## src/rtl/pc_sequencer.sv

```systemverilog
// Program counter and branch sequencer for the multicycle SimpleRISC CPU.
// Handles conditional branches, call/return through a circular return-address stack, and halt.
module pc_sequencer #(
  parameter int AW        = 9,
  parameter int IMMW      = 8,
  parameter int RAS_DEPTH = 4,
  parameter int RESET_PC  = 0
) (
  input  logic                         clk,
  input  logic                         reset,
  input  logic                         pc_en,
  input  logic                         is_branch,
  input  logic                         is_call,
  input  logic                         is_ret,
  input  logic                         is_halt,
  input  logic [2:0]                   cond,
  input  logic [IMMW-1:0]              imm,
  input  logic                         N,
  input  logic                         V,
  input  logic                         Z,
  output logic [AW-1:0]                pc,
  output logic [AW-1:0]                next_pc,
  output logic                         taken,
  output logic                         halted,
  output logic [$clog2(RAS_DEPTH):0]   ras_count,
  output logic                         ras_ovf,
  output logic                         ras_unf
);

  localparam int PW = $clog2(RAS_DEPTH);
  localparam int CW = PW + 1;

  typedef enum logic {RUN, HALT} state_t;

  state_t          state_reg, state_next;
  logic [AW-1:0]   stack_mem [RAS_DEPTH];
  logic [PW-1:0]   sp_reg;
  logic [PW-1:0]   sp_top;
  logic [AW-1:0]   seq, tgt, imm_ext;
  logic            cond_true;
  logic            advance;
  logic            do_push, do_pop, pop_empty;

  assign imm_ext = AW'($signed(imm));
  assign seq     = pc + AW'(1);
  assign tgt     = seq + imm_ext;
  assign sp_top  = sp_reg - PW'(1);
  assign advance = pc_en && (state_reg == RUN);
  assign halted  = (state_reg == HALT);

  always_comb begin
    case (cond)
      3'b000:  cond_true = 1'b1;
      3'b001:  cond_true = Z;
      3'b010:  cond_true = !Z;
      3'b011:  cond_true = N ^ V;
      3'b100:  cond_true = (N ^ V) | Z;
      default: cond_true = 1'b0;
    endcase
  end

  // Selection and stack actions follow the strobe priority halt > ret > call > branch.
  always_comb begin
    next_pc    = seq;
    state_next = state_reg;
    do_push    = 1'b0;
    do_pop     = 1'b0;
    pop_empty  = 1'b0;
    if (state_reg == HALT || is_halt) begin
      next_pc = pc;
    end else if (is_ret) begin
      if (ras_count != '0) next_pc = stack_mem[sp_top];
    end else if (is_call || (is_branch && cond_true)) begin
      next_pc = tgt;
    end
    if (advance) begin
      if (is_halt) begin
        state_next = HALT;
      end else if (is_ret) begin
        if (ras_count != '0) do_pop = 1'b1;
        else                 pop_empty = 1'b1;
      end else if (is_call) begin
        do_push = 1'b1;
      end
    end
  end

  always_ff @(posedge clk) begin
    if (!reset) begin
      state_reg <= RUN;
      pc        <= AW'(RESET_PC);
      taken     <= 1'b0;
      sp_reg    <= '0;
      ras_count <= '0;
      ras_ovf   <= 1'b0;
      ras_unf   <= 1'b0;
    end else begin
      state_reg <= state_next;
      if (advance) begin
        pc    <= next_pc;
        taken <= !is_halt && (next_pc != seq);
      end else begin
        taken <= 1'b0;
      end
      if (do_push) begin
        sp_reg <= sp_reg + PW'(1);
        // A full stack overwrites its oldest entry, so the count stays saturated.
        if (ras_count == CW'(RAS_DEPTH)) ras_ovf   <= 1'b1;
        else                             ras_count <= ras_count + CW'(1);
      end
      if (do_pop) begin
        sp_reg    <= sp_top;
        ras_count <= ras_count - CW'(1);
      end
      if (pop_empty) ras_unf <= 1'b1;
    end
  end

  always_ff @(posedge clk) begin
    if (reset && do_push) stack_mem[sp_reg] <= seq;
  end

endmodule

```

## config.mk

```make
export PLATFORM = sky130hd
export DESIGN_NAME = pc_sequencer
export DESIGN_NICKNAME = d
export VERILOG_FILES = /design/src/rtl/pc_sequencer.sv
export SDC_FILE = /design/constraint.sdc
export NUM_CORES = 1
export LEC_CHECK = 0
export ABC_AREA = 1
export CAP_MARGIN = 10
export CORE_MARGIN = 4
export CORE_UTILIZATION = 48
export CTS_CLUSTER_SIZE = 30
export DETAILED_ROUTE_END_ITERATION = 8
export MAX_ROUTING_LAYER = met4
export PLACE_DENSITY_LB_ADDON = 0.3
export SLEW_MARGIN = 15
export SYNTH_ARGS = -nofsm -noshare
export SYNTH_HDL_FRONTEND = slang
export SYNTH_SLANG_ARGS = --single-unit
```

## constraint.sdc

```tcl
create_clock -name clk -period 5.9 [get_ports clk]
set_clock_uncertainty 0.1 [all_clocks]
set_input_delay 1.475 -clock clk [delete_from_list [all_inputs] [get_ports clk]]
set_output_delay 1.475 -clock clk [all_outputs]
set_load 0.005 [all_outputs]
```

Yosys cells after proc, flatten, opt, wreduce, memory -nomap -nowiden
Memory sizes are Yosys's and may differ from the RTL's.
Index checks and enable logic that the tools add are counted.
Widths: inputs -> output; s select.
{ "word_totals": {"regBits": 18, "ram_bits": 36, "word_cells": 63, "n_memories": 1} }
{ "mem_list": {"columns": ["memory", "words", "word_bits", "read_ports", "rd_clocked_by_memory_dff", "wr", "line", "source"], "rows": [
  ["stack_mem", 4, 9, 1, 0, 1, "36", "logic [AW-1:0] stack_mem [RAS_DEPTH];"]
]} }
{ "op_classes": {"n_addsub": 6, "n_eq_ne": 7, "mux": 24, "n_bitwise": 3, "reduce_logical": 15} }
{ "op_table": {"columns": ["op", "n"], "rows": [
  ["$mux 9", 4],
  ["$mux 1", 14],
  ["$add 9x1->9 const B", 1],
  ["$add 9x9->9", 1],
  ["$mux 3", 3],
  ["$ne 9x9->1", 1],
  ["$reduce_and 2->1", 4],
  ["$eq 3x2->1 const B", 2],
  ["$eq 3x3->1 const B", 2],
  ["$pmux 1 s5", 1],
  ["$logic_and 1x1->1", 4],
  ["$mux 2", 2],
  ["$add 3x1->3 const B", 1],
  ["$eq 3x1->1 const B", 1],
  ["$logic_not 3->1", 1],
  ["$reduce_bool 3->1", 1],
  ["$sub 3x1->3 const B", 1],
  ["$add 2x1->2 const B", 1],
  ["$logic_not 1->1", 2],
  ["$logic_or 1x1->1", 2],
  ["$ne 2x2->1 const B", 1],
  ["$reduce_bool 2->1", 1],
  ["$sub 2x1->2 const B", 1],
  ["$not 1->1", 1],
  ["other kinds (2)", 2]
]} }

Depth between registers and ports, before layout
Gate-level depths: netlist of run 1.
{ "depth": {"word_depth": 10, "depth_mapped": 26} }

Least setup slack after synthesis of run 1
Ideal clock, no wire load.
{ "synth_timing": {"kind": "input to output", "from": "input imm[0]", "to": "output next_pc[8]", "arrival_ps": 2807, "t_required_ps": 4325, "path_slack_ps": 1518, "path_stages": 12, "path_cell_list": "ha_1 fa_1 nand3_1 nand3_1 nand4_1 nand2_1 nand2_1 nand3_1 nand2_1 nand3_1 nand2_1 nand2_1"} }
{ "synth_via": {"elab_chain_cells": 4} }
{ "synth_lines": {"columns": ["element", "line", "source"], "rows": [
  ["from (decl)", "17", "input logic [IMMW-1:0] imm,"],
  ["$add 9x9->9", "46", "assign tgt = seq + imm_ext;"],
  ["$mux 9", "73", "end else if (is_call || (is_branch && cond_true)) begin"],
  ["$mux 9", "71", "end else if (is_ret) begin"],
  ["$mux 9", "69", "if (state_reg == HALT || is_halt) begin"],
  ["to (decl)", "22", "output logic [AW-1:0] next_pc,"]
]} }
Every way passes these cells.

Worst setup path after layout of run 1
Same ends and word-level chain as after synthesis.

==> summary.md, run 1 <==
| Metric | Value |
|---|---|
| Final hold slack | 0.3809 ns |
| IO Port Bufs | 45 |
| First-iteration detailed-routing DRC count | 207 |
| Slew headroom | 38.62% |
| Number of flops mapped to enable cells by yosys | 36 |
| Max stage delay on crit path | 0.52 ns |
| Async SR Flop Fraction | 0% |
| DRT met1 WL | 3916 um |
| Critical Path End Type | output pin |
| First-pass GRT wire length | 14000 um |
| RR Endpoint | taken |
| CTS Buffer Depth | 2 |
| Highest metal used | met4 |
| Root Buffer | clkbuf_8 |
| Grt ovf | 0 |
| DP HPWL | 6279 um |
| Reg-to-Reg Start | pc[0] |
| Resize count post-CTS | 0 |
| Die ar. | 8715 um^2 |
| Max-slew violations | 0 |
| Hold_buf cts | 0 |
| Pwr Density | 220.2 nW/um^2 |
| Non-Filler Instances | 598 |
| Avg WL per Cell | 14.03 um |
| Max reg flops | 36 |
| Post-Place Cells | 590 |
| Register with the most flip-flops | stack_mem |
| Critical path type | in2out |
| CP startpoint | imm[0] |
| Core Area | 6944 um^2 |
| Post-route clock period utilization | 92.81% |
| Maxcap violations | 0 |
| Synth cell types | 34 |
| Cells along the critical path | clkdlybuf4s50_1, ha_1, fa_1, nand3_1, nand3_1, nand4_1, nand3b_1, nand3_1, nand2_1, nand3_1, nand2_1, nand2_1, clkdlybuf4s50_1 |
| Worst Path Required | 4.32 ns |
| Antenna viol nets, final | 0 |
| R2R depth | 26 |
| Nets | 539 |
| # setup viols final | 0 |
| HP Class | reg2reg |
| # Post-CTS Setup Buffers | 0 |
| Largest registers | stack_mem (36), pc (9), ras_count (3) |
| Status | complete, no violations |
| Vias in the first global route | 2979 |
| CP max stage cell | clkdlybuf4s50_1 |
| Gr usage total | 20.86% |
| Place WS | 0.4584 ns |
| Max Freq | 182.6 MHz |
| CTS H-tree lvls | 2 |
| Met2 wire length | 3950 um |
| IO Pins | 46 |
| Peak supply drop | 0.0001099 V |
| Syn_nets | 496 |
| Synthesized area per cell | 7.636 um^2 |
| Initial antenna violation count | 0 |
| TNS Setup | 0 ns |
| Mapped Area | 3497 um^2 |
| Largest net degree at the start of global routing | 23 |
| Leak Pwr | 1.801 nW |
| Met3 WL post-DR | 313 um |
| Chip Height | 93.36 um |
| Clock transition at path regs | 0.11 ns |
| Share of layout cells above drive strength 1 | 7.570% |
| Crit path max fanout | 3 |
| Mapped Cells | 458 |
| GP Congestion | 0.9459 |
| DRC Markers | 0 |
| Synth Flop Type | edfxtp_1 |
| Arrival time worst endpoint | 3.90 ns |
| Starting Density | 50.36% |
| Setup repair after global routing missed its margin | no |
| Vias/cell | 5.176 |
| Fin worst setup slack | 0.4243 ns |
| Area contributors post-synth | edfxtp_1 (31%), nand2_1 (12%), dfxtp_1 (10%) |
| Worst hold path startpoint | ras_ovf |
| Critical Path Sink | next_pc[8] |
| Final Critical Period | 5.476 ns |
| N_diodes | 0 |
| Die Wd | 93.36 um |
| Warnings, synthesis | 0 |
| Pwr Total | 0.8958 mW |
| Synth top area share | 30.91% |
| Worst slew pin tran | 0.9173 ns |
| TritonCTS Buffers | 5 |
| Via count | 3095 |
| Reg2Reg Setup Slack | 2.72 ns |
| WL final | 8390 um |
| Core Rows | 30 |
| Synth area leader | edfxtp_1 |
| Fin. Hold Viols | 0 |
| Drt first pass iters | 4 |
| Post-synthesis sequential area ratio | 41.22% |
| Clock Sinks | 54 |
| Critical Path Start Type | input pin |
| Clock insertion delay at the later pin of the skew report | 0.32 ns |
| Syn-to-layout area delta | 16.35% |
| Hold Path Cell Cnt | 2 |
| Synth Register Bits | 54 |
| CP most frequent cell | nand3_1 |
| CTS tree | yes |
## per-stage QoR
stage	area, um^2	utilization [%]
detailed placement	3981	57.33
CTS	4069	58.59
finish	4069	58.59
floorplan	3497	-
global route	4069	58.59
global placement	3981	57.33
## layout by cell type (no fill, tap or decap), drive strengths merged
master	instances
o211ai	11
xor2	3
o221ai	1
clkinvlp	2
ha	15
clkdlybuf4s50	45
nor3	3
dfxtp	18
nand2	120
clkbuf	6
o21a	1
edfxtp	36
nand4	5
nand3	42
buf	3
nand3b	3
o21ai	37
xnor2	3
a21oi	25
inv	69
or2	2
clkinv	2
fa	2
nor2	48
## cell families (layout without fill, tap and decap cells)
kind of cell	count (synthesis)	count (layout)	share of synthesized area, %
DFF	54	54	41.22
and+or+nand+nor	223	223	28.23
xor gates and xnor gates	6	6	1.503
AOI/OAI and AO/OA	75	75	11.81
adders and majority gates	17	17	6.512
buffers and inverters	83	127	10.73
## final cells by class
| cell class | count | area (um^2) |
|---|---|---|
| Inverter | 71 | 266.5 |
| Multi-Input combinational cell | 321 | 1680 |
| Clock inverter | 2 | 15.01 |
| Fill cell | 643 | 2875 |
| Clock buffer | 6 | 72.57 |
| Timing Repair Buffer | 48 | 473.0 |
| Tap cell | 96 | 120.1 |
| Sequential cell | 54 | 1441 |
## where the power goes
part           switching (mW)  total (mW)  internal [mW]
Sequential             0.0118       0.428          0.416
Combinational           0.149       0.255          0.107
Clock                   0.129       0.213         0.0841
## synth_stat cells (all sizes together), types with 2 or more instances
master	number
fa	2
xnor2	3
a21oi	25
o211ai	11
clkinv	2
nor3	3
ha	15
nand4	5
inv	69
dfxtp	18
nand2	120
buf	8
or2	2
clkbuf	4
nor2	48
edfxtp	36
o21ai	37
nand3	42
xor2	3
nand3b	3
## worst max-delay path: cells and delay by family
family                     cells  cell delay [ns]
buffers and inverters          2             0.92
and+or+nand+nor                9             0.83
adders and majority gates      2             0.67
## worst min-delay path by stage
| stage | end |
|---|---|
| after floorplan | ras_ovf |
| after CTS | ras_ovf |
| final | ras_ovf |
| after global routing | ras_ovf |
| after detailed placement | ras_ovf |
| after global placement | ras_ovf |
## per-layer routing
metal  track usage (%)  vias to the layer above
met5                 -                        -
met4             7.448                        0
met3             3.218                       18
met2             33.65                       69
met1             26.71                     1427
li1                  -                     1581
Power figures use the tool's default switching activity.
==> run 2: changes to the inputs <==
- ABC_CLOCK_PERIOD_IN_PS: not set -> 5900
- SKIP_LAST_GASP: not set -> 1
==> results of run 2 <==
The final DEF is identical to that of run 1; final timing and power are the same.
==> run 3: changes to the inputs <==
- ABC_CLOCK_PERIOD_IN_PS: 5900 -> 5710
- clock period: 5.9 -> 5.71 ns (I/O delays scaled with it)
==> run 3 against run 2 <==
Compared with the run above:
- count of clock-buffer cells in the layout unchanged
- worst hold slack worse by 0.014 ns
- sequential power up 3%
- non-clock buffer count unchanged
- setup slack worse by 0.093 ns
- largest power group unchanged
- sequential cell count unchanged
==> summary.md, run 3 (same netlist as run 1, synthesis figures left out) <==
| Metric | Value |
|---|---|
| Layer with the highest usage | met2 |
| TritonCTS Buffers | 5 |
| Post-Place Cells | 590 |
| DRC Markers | 0 |
| Largest net degree at the start of global routing | 23 |
| Place WS | 0.3611 ns |
| Starting Density | 50.36% |
| IO Pins | 46 |
| Setup repair after global routing missed its margin | no |
| Die Wd | 93.36 um |
| Largest registers | stack_mem (36), pc (9), ras_count (3) |
| First-pass GRT wire length | 14340 um |
| Commonest non-fill, non-tap cell in the layout | nand2_1 |
| Die ar. | 8715 um^2 |
| # Post-CTS Setup Buffers | 0 |
| Peak supply drop | 0.0001052 V |
| # setup viols final | 0 |
| Initial antenna violation count | 0 |
| M1 GR Usage | 27.39% |
| Clock transition at path regs | 0.11 ns |
| Met2 GRT Util | 33.71% |
| Slew headroom | 39.87% |
| Worst slew pin tran | 0.8986 ns |
| Syn-to-layout area delta | 16.67% |
| Share of layout cells above drive strength 1 | 7.769% |
| Clock insertion delay at the later pin of the skew report | 0.31 ns |
| GP Congestion | 0.9456 |
| Max-slew violations | 0 |
| Pwr Density | 230.3 nW/um^2 |
| IO Port Bufs | 45 |
| Non-Filler Instances | 598 |
| Resize count post-CTS | 0 |
| Chip Height | 93.36 um |
| Hold_buf cts | 0 |
| Grt ovf | 0 |
| Vias/cell | 5.234 |
| Drt first pass iters | 5 |
| Critical Path Start Type | input pin |
| CP startpoint | imm[0] |
| Fin. Hold Viols | 0 |
| Fill count | 637 |
| Critical path type | in2out |
| Maxcap violations | 0 |
| Status | complete, no violations |
| Nets | 539 |
| Worst hold path startpoint | ras_ovf |
| Clock Sinks | 54 |
| Most frequent cells in the layout | nand2_1 (109), inv_1 (63), clkdlybuf4s50_1 (45) |
| Post-route clock period utilization | 94.20% |
| Arrival time worst endpoint | 3.85 ns |
| Avg WL per Cell | 14.06 um |
| Antenna viol nets, final | 0 |
| Core Area | 6944 um^2 |
| Leak Pwr | 1.811 nW |
| Root Buffer | clkbuf_8 |
| CTS H-tree lvls | 2 |
| Met3 Resource Use GR | 2.414% |
| HP Class | reg2reg |
| Worst Path Required | 4.18 ns |
| CTS Buffer Depth | 2 |
| Gr usage total | 21.20% |
| Crit path max fanout | 3 |
| Core Rows | 30 |
| Vias in the first global route | 3080 |
| N_diodes | 0 |
| First-iteration detailed-routing DRC count | 181 |
| Fin worst setup slack | 0.3312 ns |
| Max Freq | 185.9 MHz |
| DP HPWL | 6329 um |
| CTS tree | yes |
| Reg-to-Reg Start | pc[0] |
| TNS Setup | 0 ns |
| WL final | 8408 um |
| Max reg flops | 36 |
| Critical Path End Type | output pin |
| Register with the most flip-flops | stack_mem |
| Final Critical Period | 5.379 ns |
| Via count | 3130 |
[run 3: cell types whose count changed in the layout (fill, tap and decap cells not counted), sizes merged]
cell      change
clkinvlp      -1
inv           +1
[run 3: layout make-up]
class                           count  area [um^2]  area share [%]
Clock inverter                      2        16.27          0.3987
Inverter                           71        266.5           6.532
Timing Repair Buffer               48        473.0           11.59
Clock buffer                        6        82.58           2.024
Multi-Input combinational cell    321         1680           41.18
Sequential cell                    54         1441           35.33
Tap cell                           96        120.1           2.944
[run 3: worst max-delay path: stages]
cell and delay (ns):
clkdlybuf4s50_1 0.40, ha_1 0.24, fa_1 0.43, nand3_1 0.11
nand3_1 0.11, nand4_1 0.12, nand3b_1 0.10, nand3_1 0.11
nand2_1 0.06, nand3_1 0.06, nand2_1 0.07, nand2_1 0.11
clkdlybuf4s50_1 0.52
[run 3: metrics by stage]
step	power, mW	cell area [um^2]	util, %	hold WS [ns]
2_1_floorplan	0.6210	3497	-	0.3446
3_3_place_gp	0.7057	3981	57.33	0.3421
3_5_place_dp	0.7120	3981	57.33	0.3487
4_1_cts	0.9424	4080	58.76	0.3730
5_1_grt	0.9948	4080	58.76	0.4400
6_report	0.9395	4080	58.76	0.3673
[run 3: routing by layer]
metal / up-vias / wire length [um]
met5: - / 0
met4: 0 / 265
met3: 24 / 385
met2: 106 / 3952
met1: 1415 / 3805
li1: 1585 / -
[run 3: path summary, 6_finish.rpt]
check	to	slack, ns	cells past startpoint
setup reg to reg	taken	2.53	26
hold / removal	ras_ovf	0.37	2
hold reg to reg	ras_ovf	0.37	2
setup / recovery	next_pc[8]	0.33	13
[run 3: power breakdown]
part	internal [mW]	switching (mW)
clock	0.100	0.134
sequential	0.430	0.0123
combinational	0.110	0.153
